### src/rtl/picomips_pkg.sv
// Shared picoMIPS datapath definitions: default register-file geometry and the
// register address type.
package picomips_pkg;

  localparam int DEF_DATA_W = 8;
  localparam int DEF_NREGS  = 8;
  localparam int DEF_ADDR_W = $clog2(DEF_NREGS);

  typedef logic [DEF_ADDR_W-1:0] reg_addr_t;

  localparam int ZERO_ADDR = 0;

endpackage

### src/rtl/rf_scoreboard.sv
// Pending-load scoreboard: one busy bit per register, set by decode when a load
// issues and cleared by load write-back; two combinational lookups for stall checks.
module rf_scoreboard
  import picomips_pkg::*;
#(
  parameter int NREGS    = DEF_NREGS,
  parameter int ADDR_W   = $clog2(NREGS),
  parameter int ZERO_REG = 1
) (
  input  logic              clk,
  input  logic              reset_n,
  input  logic              set_en,
  input  logic [ADDR_W-1:0] set_addr,
  input  logic              clr_en,
  input  logic [ADDR_W-1:0] clr_addr,
  input  logic [ADDR_W-1:0] raddr1,
  input  logic [ADDR_W-1:0] raddr2,
  output logic              busy1,
  output logic              busy2
);

  logic [NREGS-1:0] busy;

  // A set beats a clear on the same register: a new load has been issued
  // behind the one that is completing.
  always_ff @(posedge clk or negedge reset_n) begin
    if (!reset_n) begin
      busy <= '0;
    end else begin
      for (int i = 0; i < NREGS; i++) begin
        if (!(ZERO_REG != 0 && i == ZERO_ADDR)) begin
          if (set_en && set_addr == ADDR_W'(i)) begin
            busy[i] <= 1'b1;
          end else if (clr_en && clr_addr == ADDR_W'(i)) begin
            busy[i] <= 1'b0;
          end
        end
      end
    end
  end

  always_comb begin
    busy1 = 1'b0;
    busy2 = 1'b0;
    for (int i = 0; i < NREGS; i++) begin
      if (raddr1 == ADDR_W'(i)) busy1 = busy[i];
      if (raddr2 == ADDR_W'(i)) busy2 = busy[i];
    end
  end

endmodule

### src/rtl/regfile_bypass.sv
// Two-write/two-read picoMIPS register file with write-to-read bypass, optional
// registered reads and a pending-load scoreboard.
module regfile_bypass
  import picomips_pkg::*;
#(
  parameter int  DATA_W   = DEF_DATA_W,
  parameter int  NREGS    = DEF_NREGS,
  parameter int  ZERO_REG = 1,
  parameter int  READ_REG = 0,
  localparam int ADDR_W   = $clog2(NREGS)
) (
  input  logic              clk,
  input  logic              reset_n,
  input  logic              wa_en,
  input  logic [ADDR_W-1:0] wa_addr,
  input  logic [DATA_W-1:0] wa_data,
  input  logic              wb_en,
  input  logic [ADDR_W-1:0] wb_addr,
  input  logic [DATA_W-1:0] wb_data,
  input  logic              set_busy,
  input  logic [ADDR_W-1:0] set_addr,
  input  logic [ADDR_W-1:0] raddr1,
  input  logic [ADDR_W-1:0] raddr2,
  output logic [DATA_W-1:0] rdata1,
  output logic [DATA_W-1:0] rdata2,
  output logic              busy1,
  output logic              busy2
);

  logic [DATA_W-1:0] regs [NREGS];
  logic [DATA_W-1:0] byp1, byp2;

  function automatic logic reg_writable(input int idx);
    return !(ZERO_REG != 0 && idx == ZERO_ADDR);
  endfunction

  // Port B (load write-back) wins an address collision with port A.
  always_ff @(posedge clk or negedge reset_n) begin
    if (!reset_n) begin
      for (int i = 0; i < NREGS; i++) regs[i] <= '0;
    end else begin
      for (int i = 0; i < NREGS; i++) begin
        if (reg_writable(i)) begin
          if (wb_en && wb_addr == ADDR_W'(i)) begin
            regs[i] <= wb_data;
          end else if (wa_en && wa_addr == ADDR_W'(i)) begin
            regs[i] <= wa_data;
          end
        end
      end
    end
  end

  // Unmatched (out-of-range) and hardwired-zero addresses fall through to 0.
  function automatic logic [DATA_W-1:0] read_value(input logic [ADDR_W-1:0] addr);
    logic [DATA_W-1:0] v;
    v = '0;
    for (int i = 0; i < NREGS; i++) begin
      if (addr == ADDR_W'(i) && reg_writable(i)) begin
        if (wb_en && wb_addr == addr) v = wb_data;
        else if (wa_en && wa_addr == addr) v = wa_data;
        else v = regs[i];
      end
    end
    return v;
  endfunction

  always_comb begin
    byp1 = read_value(raddr1);
    byp2 = read_value(raddr2);
  end

  if (READ_REG != 0) begin : g_read_reg
    logic [DATA_W-1:0] rdata1_q, rdata2_q;

    always_ff @(posedge clk or negedge reset_n) begin
      if (!reset_n) begin
        rdata1_q <= '0;
        rdata2_q <= '0;
      end else begin
        rdata1_q <= byp1;
        rdata2_q <= byp2;
      end
    end

    assign rdata1 = rdata1_q;
    assign rdata2 = rdata2_q;
  end else begin : g_read_comb
    assign rdata1 = byp1;
    assign rdata2 = byp2;
  end

  rf_scoreboard #(
    .NREGS   (NREGS),
    .ADDR_W  (ADDR_W),
    .ZERO_REG(ZERO_REG)
  ) u_scoreboard (
    .clk     (clk),
    .reset_n (reset_n),
    .set_en  (set_busy),
    .set_addr(set_addr),
    .clr_en  (wb_en),
    .clr_addr(wb_addr),
    .raddr1  (raddr1),
    .raddr2  (raddr2),
    .busy1   (busy1),
    .busy2   (busy2)
  );

endmodule
### config.mk
export PLATFORM = sky130hd
export DESIGN_NAME = regfile_bypass
export DESIGN_NICKNAME = d
export VERILOG_FILES = /design/src/rtl/picomips_pkg.sv /design/src/rtl/rf_scoreboard.sv /design/src/rtl/regfile_bypass.sv
export SDC_FILE = /design/constraint.sdc
export NUM_CORES = 1
export LEC_CHECK = 0
export CORE_UTILIZATION = 62
export DETAILED_ROUTE_END_ITERATION = 12
export PLACE_DENSITY_LB_ADDON = 0.3
export SLEW_MARGIN = 20
export SYNTH_ARGS = -nofsm -noshare
export SYNTH_HDL_FRONTEND = slang
export SYNTH_SLANG_ARGS = --single-unit
### constraint.sdc
create_clock -name clk -period 2.95 [get_ports clk]
set_input_delay 0.295 -clock clk [delete_from_list [all_inputs] [get_ports clk]]
set_output_delay 0.295 -clock clk [all_outputs]
set_load 0.005 [all_outputs]
=== Word-level counts from Yosys, hierarchy flattened ===
Cells that the tools add are included.

* Add/sub/neg operators: 0
* Multiply operators: 0
* Div/mod/pow operators: 0
* Order comparisons: 0
* Equality and inequality tests: 39
* Shift operators: 0
* Mux-type cells: 86
* Bitwise gates (word level): 0
* Reductions and logical operators: 41

{| class="wikitable"
|+ Operators by type and width
! operator !! number
|-
| $mux 8 || 56
|-
| $eq 3x3->1 const B || 20
|-
| $eq 3x2->1 const B || 10
|-
| $mux 1 || 30
|-
| $reduce_bool 2->1 || 14
|-
| $logic_and 1x1->1 || 25
|-
| $eq 3x1->1 const B || 5
|-
| $eq 3x3->1 || 4
|-
| $logic_not 3->1 || 2
|}

* Bits in registers: 63
* Bits in latches: 0
* Bits in writable memories: 0
* Bits in read-only memories: 0
* Bits of input ports: 36
* Output and inout port bits: 18
* Logic and storage cells: 180
* Memories: 0

=== Longest topological paths before layout ===
Gate-level depths: netlist (run 1).

* Depth in word-level cells: 11
* Gate-level depth with buffers: 9
* Depth with buffers taken out: 6

=== Cells and area by module ===
Synthesis (run 1) repeated with hierarchy kept, for this count alone.

* Cell total of the unflattened synthesis: 637
* Area, all modules: 5136.2 um2

{| class="wikitable"
|+ By module, submodules not included
! module !! times used !! cells an instance !! area an instance (um2) !! seq. area each (um2)
|-
| regfile_bypass || 1 || 595 || 4724.5 || 1401.3
|-
| rf_scoreboard || 1 || 42 || 411.6 || 175.2
|}

=== Worst setup path before layout (run 1) ===
OpenSTA, ideal clock, no wires.

* Kind: input to output
* From: in raddr1[2]
* To: out rdata1[0]
* Arrival time: 1.645 ns
* Data required time: 2.655 ns
* Slack: 1.010 ns
* Stages on the path: 8
* Buffers on the path: 2
* Cell sequence: buf_2 > xor2_1 > nor4b_4 > buf_6 > a2111oi_2 > a21boi_1 > a31oi_1 > a311oi_1

* Cells in the longest elaborated chain, start to end: 11
* Elaborated cells on any way between the ends: 32
* Classes of those cells: 9 x eq/ne; 21 x mux; 2 x reduce/logical

{| class="wikitable"
|+ Ends and longest elaborated chain
! element !! line !! source
|-
| from (decl) || regfile_bypass.sv:22 || <nowiki>input logic [ADDR_W-1:0] raddr1,</nowiki>
|-
| $eq 3x3->1 || regfile_bypass.sv:61 || <nowiki>else if (wa_en && wa_addr == addr) v = wa_data;</nowiki>
|-
| $logic_and 1x1->1 || regfile_bypass.sv:61 ||
|-
| $mux 8 || regfile_bypass.sv:61 ||
|-
| $mux 8 || regfile_bypass.sv:60 || <nowiki>if (wb_en && wb_addr == addr) v = wb_data;</nowiki>
|-
| $mux 8 (6 in a row) || regfile_bypass.sv:59 || <nowiki>if (addr == ADDR_W'(i) && reg_writable(i)) begin</nowiki>
|-
| $mux 8 (*) || regfile_bypass.sv:59 ||
|-
| to (decl) || regfile_bypass.sv:24 || <nowiki>output logic [DATA_W-1:0] rdata1,</nowiki>
|}

Every way passes the cells marked *; elsewhere a longest branch is shown, timed or not.

=== Worst setup path after layout (run 1) ===
* From: in wa_en
* To: out rdata2[5]

* Cells in the longest elaborated chain, start to end: 10
* Elaborated cells on any way between the ends: 22
* Classes of those cells: 21 x mux; 1 x reduce/logical

{| class="wikitable"
|+ Ends and longest elaborated chain
! element !! line !! source
|-
| from (decl) || regfile_bypass.sv:14 || <nowiki>input logic wa_en,</nowiki>
|-
| $logic_and 1x1->1 (*) || regfile_bypass.sv:61 ||
|-
| $mux 8 || regfile_bypass.sv:61 ||
|-
| $mux 8 || regfile_bypass.sv:60 ||
|-
| $mux 8 (6 in a row) || regfile_bypass.sv:59 ||
|-
| $mux 8 (*) || regfile_bypass.sv:59 ||
|-
| to (decl) || regfile_bypass.sv:25 || <nowiki>output logic [DATA_W-1:0] rdata2,</nowiki>
|}

Marked as above.

==> flow_summary_export.csv, run 1 <==
group,metric,value,unit
status,status,"finished with violations",
status,violations,"hold timing",
final_layout,layout_commonest_cell,"buf_4",
synthesis,yosysSeqAreaShare,0.313,
timing,rsz0062_at_grt,"false",
final_layout,fin_cells,832,
clocking,cts_tree,"yes",
synthesis,synth_cells,636,
synthesis,synth_top_family_by_area,"compound AO/OA/AOI/OAI gates",
synthesis,synth_edf_count,0,
critical_path,startpoint_type,"primary input",
critical_path,slowest_stage,"clkdlybuf4s50_1",
route,antenna_left,0,
critical_path,reg2reg_depth,4,
critical_path,critPathCaptureType,"output pin",
critical_path,worstPathMaxFanout,8,
die,die_w,92.1,µm
power,power_density,469,nW/µm²
timing,hold_viol,43,
power,seq_power_share,0.414,
critical_path,critPathCapture,"rdata2[5]",
grt,grt_overflow,0,
synthesis,yosysWarnings,1,
power,intPower,1.89,mW
critical_path,worst-path-stages,7,
flow_run,drv_cap,0,
timing,fin_crit_sh,0.968,
critical_path,path_buf_inv,3,
place,dp_slack,-192,ps
final_layout,diodes,0,
place,gp_congestion,1.00,
timing,setup_violations,0,
clocking,path_clk_slew,80,ps
critical_path,crit_family,"buffers and inverters",
route,drt-total-wl,18000,µm
die,rows,32,
critical_path,timing.rr.start,"regs[49]$_DFFE_PN0P_",
critical_path,crit_required,2650,ps
critical_path,criticalPathCategory,"in -> out",
final_layout,synthToLayoutAreaGrowth,27.1,%
route,post-route-drc-count,0,
die,io-pin-count,54,
synthesis,synth_area_per_cell,7.92,µm²
synthesis,syn_area,5030,µm²
synthesis,synthAdderAreaFrac,0,
route,drt_pre_antenna_iters,6,
power,swShare,0.370,
critical_path,timing.rr.end,"regs[49]$_DFFE_PN0P_",
critical_path,critPathMaxStageDelay,620,ps
min_path,hold_path_class,"in -> async",
critical_path,crit_top_cell,"clkdlybuf4s50_1",
grt,grt_max_degree,53,
critical_path,setup.worst_path.start,"wa_en",
route,drtIter0Drc,692,
grt,grt_first_pass_wirelength,28300,µm
synthesis,synth_compound_area_frac,0.260,
power,clock_power_share,0.231,
route,wl_per_cell,21.6,µm
power,ir_drop,334,µV
synthesis,synthFlopType,"dfrtp_1",
power,combinationalPowerShare,0.355,
synthesis,muxShareOfSynthArea,0.137,
grt,grtUsageTotal,0.438,
die,core,7810,µm²
final_layout,final_nets,761,
synthesis,ys_async_sr_fraction,1.00,
clocking,cts_buffer_depth,2,
place,place_area,6100,µm²
clocking,cts_root_buf,"clkbuf_8",
critical_path,arrival,2560,ps
synthesis,synth_cell_types,57,
die,start_util,0.645,
route,num_vias,5675,
power,p_switching,1.11,mW
clocking,htreeDepth,3,
timing,fmax,350,MHz
clocking,clock_latency,330,ps
timing,fin_ws,95.5,ps
final_layout,fin_area,6400,µm²
critical_path,crit_chain,"clkdlybuf4s50_1 > and4_4 > buf_4 > nand2_1 > a311o_1 > a21oi_1 > clkdlybuf4s50_1",
timing,slew_viol_final,0,
timing,hold_slack,-13.7,ps
final_layout,final_cell_mix,"89 x buf_4, 85 x a21oi_1, 69 x nand2_1",
place,io_buffers,53,
grt,antenna_found_initial,0,
synthesis,synthSimpleGateAreaFrac,0.191,
final_layout,layout-drive-gt1-share,0.193,
critical_path,reg2reg_slack,2070,ps
die,die_y,92.1,µm
timing,clock_skew,0,ps
power,p_leak,2.85,nW
route,avgViaCountPerCell,6.82,
clocking,cts_buffers,9,
place,dp_hpwl,13000,µm
grt,grt_pass1_vias,5504,
timing,worst_pin_slew,675,ps
place,dp.cells,814,
timing,relSlewSlack,0.548,
synthesis,syn-num-nets,672,
synthesis,synthXorXnorAreaFrac,0.0209,
clocking,clock-sinks,63,
timing,period_minus_slack,2850,ps
synthesis,ys_seq_elements,63,
die,dieArea,8490,µm²
stage by stage:
stage	total power, mW	util	hold slack, ps	setup TNS (ps)
floorplan	1.81	-	-0.591	0
global placement	2.23	0.781	495	-759
detailed placement	2.27	0.781	520	-1540
CTS	2.95	0.808	222	-16.2
global route	3.14	0.820	24.5	0
finish	3.00	0.820	-13.7	0
worst min path at each step:
stage	from	slack [ps]	endpoint	depth (start not counted)
after floorplan	reset_n	-0.6	regs[0]$_DFFE_PN0P_	0
after detailed placement	u_scoreboard.busy[6]$_DFFE_PN0P_	520	u_scoreboard.busy[6]$_DFFE_PN0P_	2
after CTS	reset_n	220	u_scoreboard.busy[7]$_DFFE_PN0P_	1
final	reset_n	-10	u_scoreboard.busy[2]$_DFFE_PN0P_	1
after global routing	reset_n	20	u_scoreboard.busy[2]$_DFFE_PN0P_	1
after global placement	u_scoreboard.busy[6]$_DFFE_PN0P_	500	u_scoreboard.busy[6]$_DFFE_PN0P_	2
cell families after synthesis:
family / count (synthesis)
AO/OA/AOI/OAI: 214
AND/OR/NAND/NOR: 200
buffers and inverters: 83
multiplexers: 64
flip-flops: 63
XOR/XNOR: 12
power by group through the flow:
stage               clock, mW  combinational, mW  sequential (mW)
floorplan                   0              0.643             1.17
global placement            0              0.992             1.24
detailed placement          0               1.03             1.25
CTS                     0.690               1.03             1.23
global route            0.726               1.15             1.26
finish                  0.693               1.06             1.24
layout make-up:
type	count	area, µm²
multi-input cells	490	3190
flip-flops and latches	63	1580
fillers	518	1410
repair buffers	146	1280
well taps	102	128
clock buffers	9	124
inverters	15	56.3
clock inverters	7	48.8
synthesized netlist by cell type (5+ instances only):
cell	count	area (µm²)
nor3_1	7	35.0
nor2_1	67	251
dfrtp_1	63	1580
a21oi_1	86	430
buf_2	30	150
a311oi_1	9	78.8
o21ai_1	10	50.1
a31oi_1	12	75.1
nand2b_1	10	62.6
clkbuf_1	29	109
nor2b_1	6	37.5
xnor2_1	9	78.8
inv_1	15	56.3
nand4b_1	7	61.3
o22ai_1	12	75.1
mux2i_1	59	591
nand2_1	71	267
a22oi_1	11	82.6
nand3_1	11	55.1
o21ai_0	35	175
o22a_1	5	43.8
metal layers:
layer  up-vias  wire, µm  GRT usage  share of wire
li1       2493         -          -              -
met1      2667      6710      0.533           0.37
met2       415      8340      0.734           0.46
met3       100      1840     0.0779           0.10
met4         0      1110      0.238          0.061
met5         -         0          0              0
state kept, by name, indices dropped and copies added, names as in the netlist:
signal and cells:
regs 56, u_scoreboard.busy 7
worst reg2reg max path, cell delays in order (launching register included):
cell	delay, ps
dfrtp_1	370
inv_1	100
nor2_1	60
a21oi_1	130
o21ai_0	100
timing repair:
action / CTS / global route
hold buffers: 0 / 0
endpoints found under the setup margin: 16 / 12
gates resized for setup: 20 / 20
setup buffers: 2 / 0
pin swaps: 8 / 4
(Power assumes the default switching activity.)
==> run 2, diff against run 1 <==
CORE_MARGIN = 2   (was default)
==> run 2 against run 1 <==
Compared with the run above:
- the flow now finishes without violations
- fmax is 2.3% lower
- sequential power hardly changed
- final cell count is 1.1% higher
- critical path depth is 3 higher
- critical path type unchanged
- setup slack worse by 67 ps
- critical endpoint is now rdata1[0]
- design area is 0.66% higher
==> flow_summary_export.csv, run 2 (synthesis gave the netlist of run 1 again) <==
group,metric,value,unit
clocking,path_clk_slew,90,ps
grt,grt_pass1_vias,5756,
die,die_w,94.1,µm
clocking,htreeDepth,3,
power,fin_total_pwr,3.05,mW
route,antenna_left,0,
timing,clock_skew,0,ps
die,start_util,0.645,
final_layout,synthToLayoutAreaGrowth,27.9,%
grt,grt_max_degree,45,
critical_path,reg2reg_slack,2000,ps
die,dieArea,8860,µm²
timing,rsz0062_at_grt,"true",
power,seq_power_share,0.412,
route,avgViaCountPerCell,6.95,
final_layout,regArea,1580,µm²
min_path,hold_path_class,"in -> async",
final_layout,multi_input_area,3180,µm²
power,intPower,1.90,mW
route,wl_per_cell,22.7,µm
clocking,clock_latency,350,ps
final_layout,diodes,0,
timing,period_minus_slack,2920,ps
critical_path,crit_required,2650,ps
final_layout,final_cell_mix,"97 x buf_4, 86 x a21oi_1, 70 x nand2_1",
final_layout,largest_reg_flops,56,
final_layout,regMostFlops,"regs",
timing,hold_slack,489,ps
grt,grtUsageTotal,0.444,
place,dp_hpwl,13800,µm
grt,antenna_found_initial,0,
final_layout,final_nets,770,
place,io_buffers,53,
final_layout,reg_top3,"regs x56, u_scoreboard.busy x7",
die,io-pin-count,54,
final_layout,n_fill_cell,526,
route,drt-total-wl,19100,µm
power,clock_power_share,0.234,
critical_path,arrival,2630,ps
power,swShare,0.379,
die,die_y,94.1,µm
timing,worst_pin_slew,796,ps
route,num_vias,5847,
clocking,cts_tree,"yes",
grt,grt_overflow,0,
final_layout,layout-drive-gt1-share,0.199,
critical_path,criticalPathCategory,"in -> out",
route,post-route-drc-count,0,
critical_path,reg2reg_depth,2,
die,rows,32,
final_layout,fin_cells,841,
flow_run,drv_cap,0,
power,p_leak,2.89,nW
place,gp_congestion,0.995,
timing,fin_crit_sh,0.990,
clocking,cts_buffer_depth,2,
die,core,7810,µm²
clocking,cts_buffers,9,
power,combinationalPowerShare,0.354,
clocking,cts_root_buf,"clkbuf_8",
critical_path,worstPathMaxFanout,6,
place,dp.cells,823,
timing,relSlewSlack,0.466,
route,drtIter0Drc,635,
grt,grt_first_pass_wirelength,29900,µm
timing,fmax,342,MHz
critical_path,timing.rr.start,"regs[12]$_DFFE_PN0P_",
status,status,"completed",
timing,setup_violations,0,
final_layout,fin_area,6440,µm²
clocking,clock-sinks,63,
power,power_density,474,nW/µm²
power,ir_drop,389,µV
final_layout,layout_commonest_cell,"buf_4",
place,place_area,6160,µm²
critical_path,timing.rr.end,"regs[12]$_DFFE_PN0P_",
timing,slew_viol_final,0,
critical_path,startpoint_type,"primary input",
timing,fin_tns_setup,0,ps
critical_path,critPathCaptureType,"output pin",
route,drt_pre_antenna_iters,7,
timing,hold_viol,0,
power,p_switching,1.15,mW
run 2: through the flow:
stage                     worst slack, ps  utilization
after floorplan                      1010            -
after global placement               -113        0.789
final                                28.6        0.825
after detailed placement             -202        0.789
after global routing                -70.1        0.825
after CTS                           0.818        0.815
run 2: final cells by class:
class	instances	area share
Multi-Input combinational cell	490	0.493
Tap cell	102	0.0198
Clock inverter	7	0.00758
Sequential cell	63	0.245
Inverter	15	0.00874
Timing Repair Buffer	155	0.207
Clock buffer	9	0.0192
run 2: routing by layer:
metal / share of wire / up-vias / wire length (µm) / global-route usage
li1: - / 2505 / - / -
met1: 0.37 / 2723 / 7060 / 0.566
met5: 0 / - / 0 / 0
met2: 0.46 / 486 / 8850 / 0.729
met4: 0.069 / 0 / 1320 / 0.238
met3: 0.097 / 133 / 1840 / 0.0594
run 2: worst max path at each step:
stage                           from   endpoint  slack (ps)  cells after the start
after detailed placement  wa_addr[1]  rdata1[0]        -200                      8
after global placement     raddr1[1]  rdata1[3]        -110                     10
after global routing      wa_addr[1]  rdata2[2]         -70                     11
after CTS                 wb_addr[2]  rdata2[1]         0.8                      9
final                     wb_addr[0]  rdata1[0]          30                     10
after floorplan            raddr1[2]  rdata1[0]        1010                      8
run 2: worst max-delay path, stage by stage:
cell	delay, ps
clkdlybuf4s50_1	550
xor2_1	300
nor4b_4	70
buf_4	170
buf_4	150
a2111oi_2	440
a21boi_1	120
a31oi_1	160
a311oi_1	80
dlygate4sd2_1	280
run 2: repair_timing:
action / 4_1_cts / 5_1_grt
pin swaps: 2 / 4
setup endpoints to repair: 15 / 10
setup buffers: 0 / 1
hold endpoints to repair: 0 / 36
hold buffers: 0 / 1
gates resized for setup: 25 / 14
run 2: power groups by stage:
| stage | Clock (mW) | Sequential, mW | Combinational, mW |
|---|---|---|---|
| detailed placement | 0 | 1.25 | 1.04 |
| global placement | 0 | 1.25 | 1.01 |
| CTS | 0.708 | 1.24 | 1.05 |
| floorplan | 0 | 1.17 | 0.643 |
| finish | 0.714 | 1.26 | 1.08 |
| global route | 0.737 | 1.26 | 1.17 |
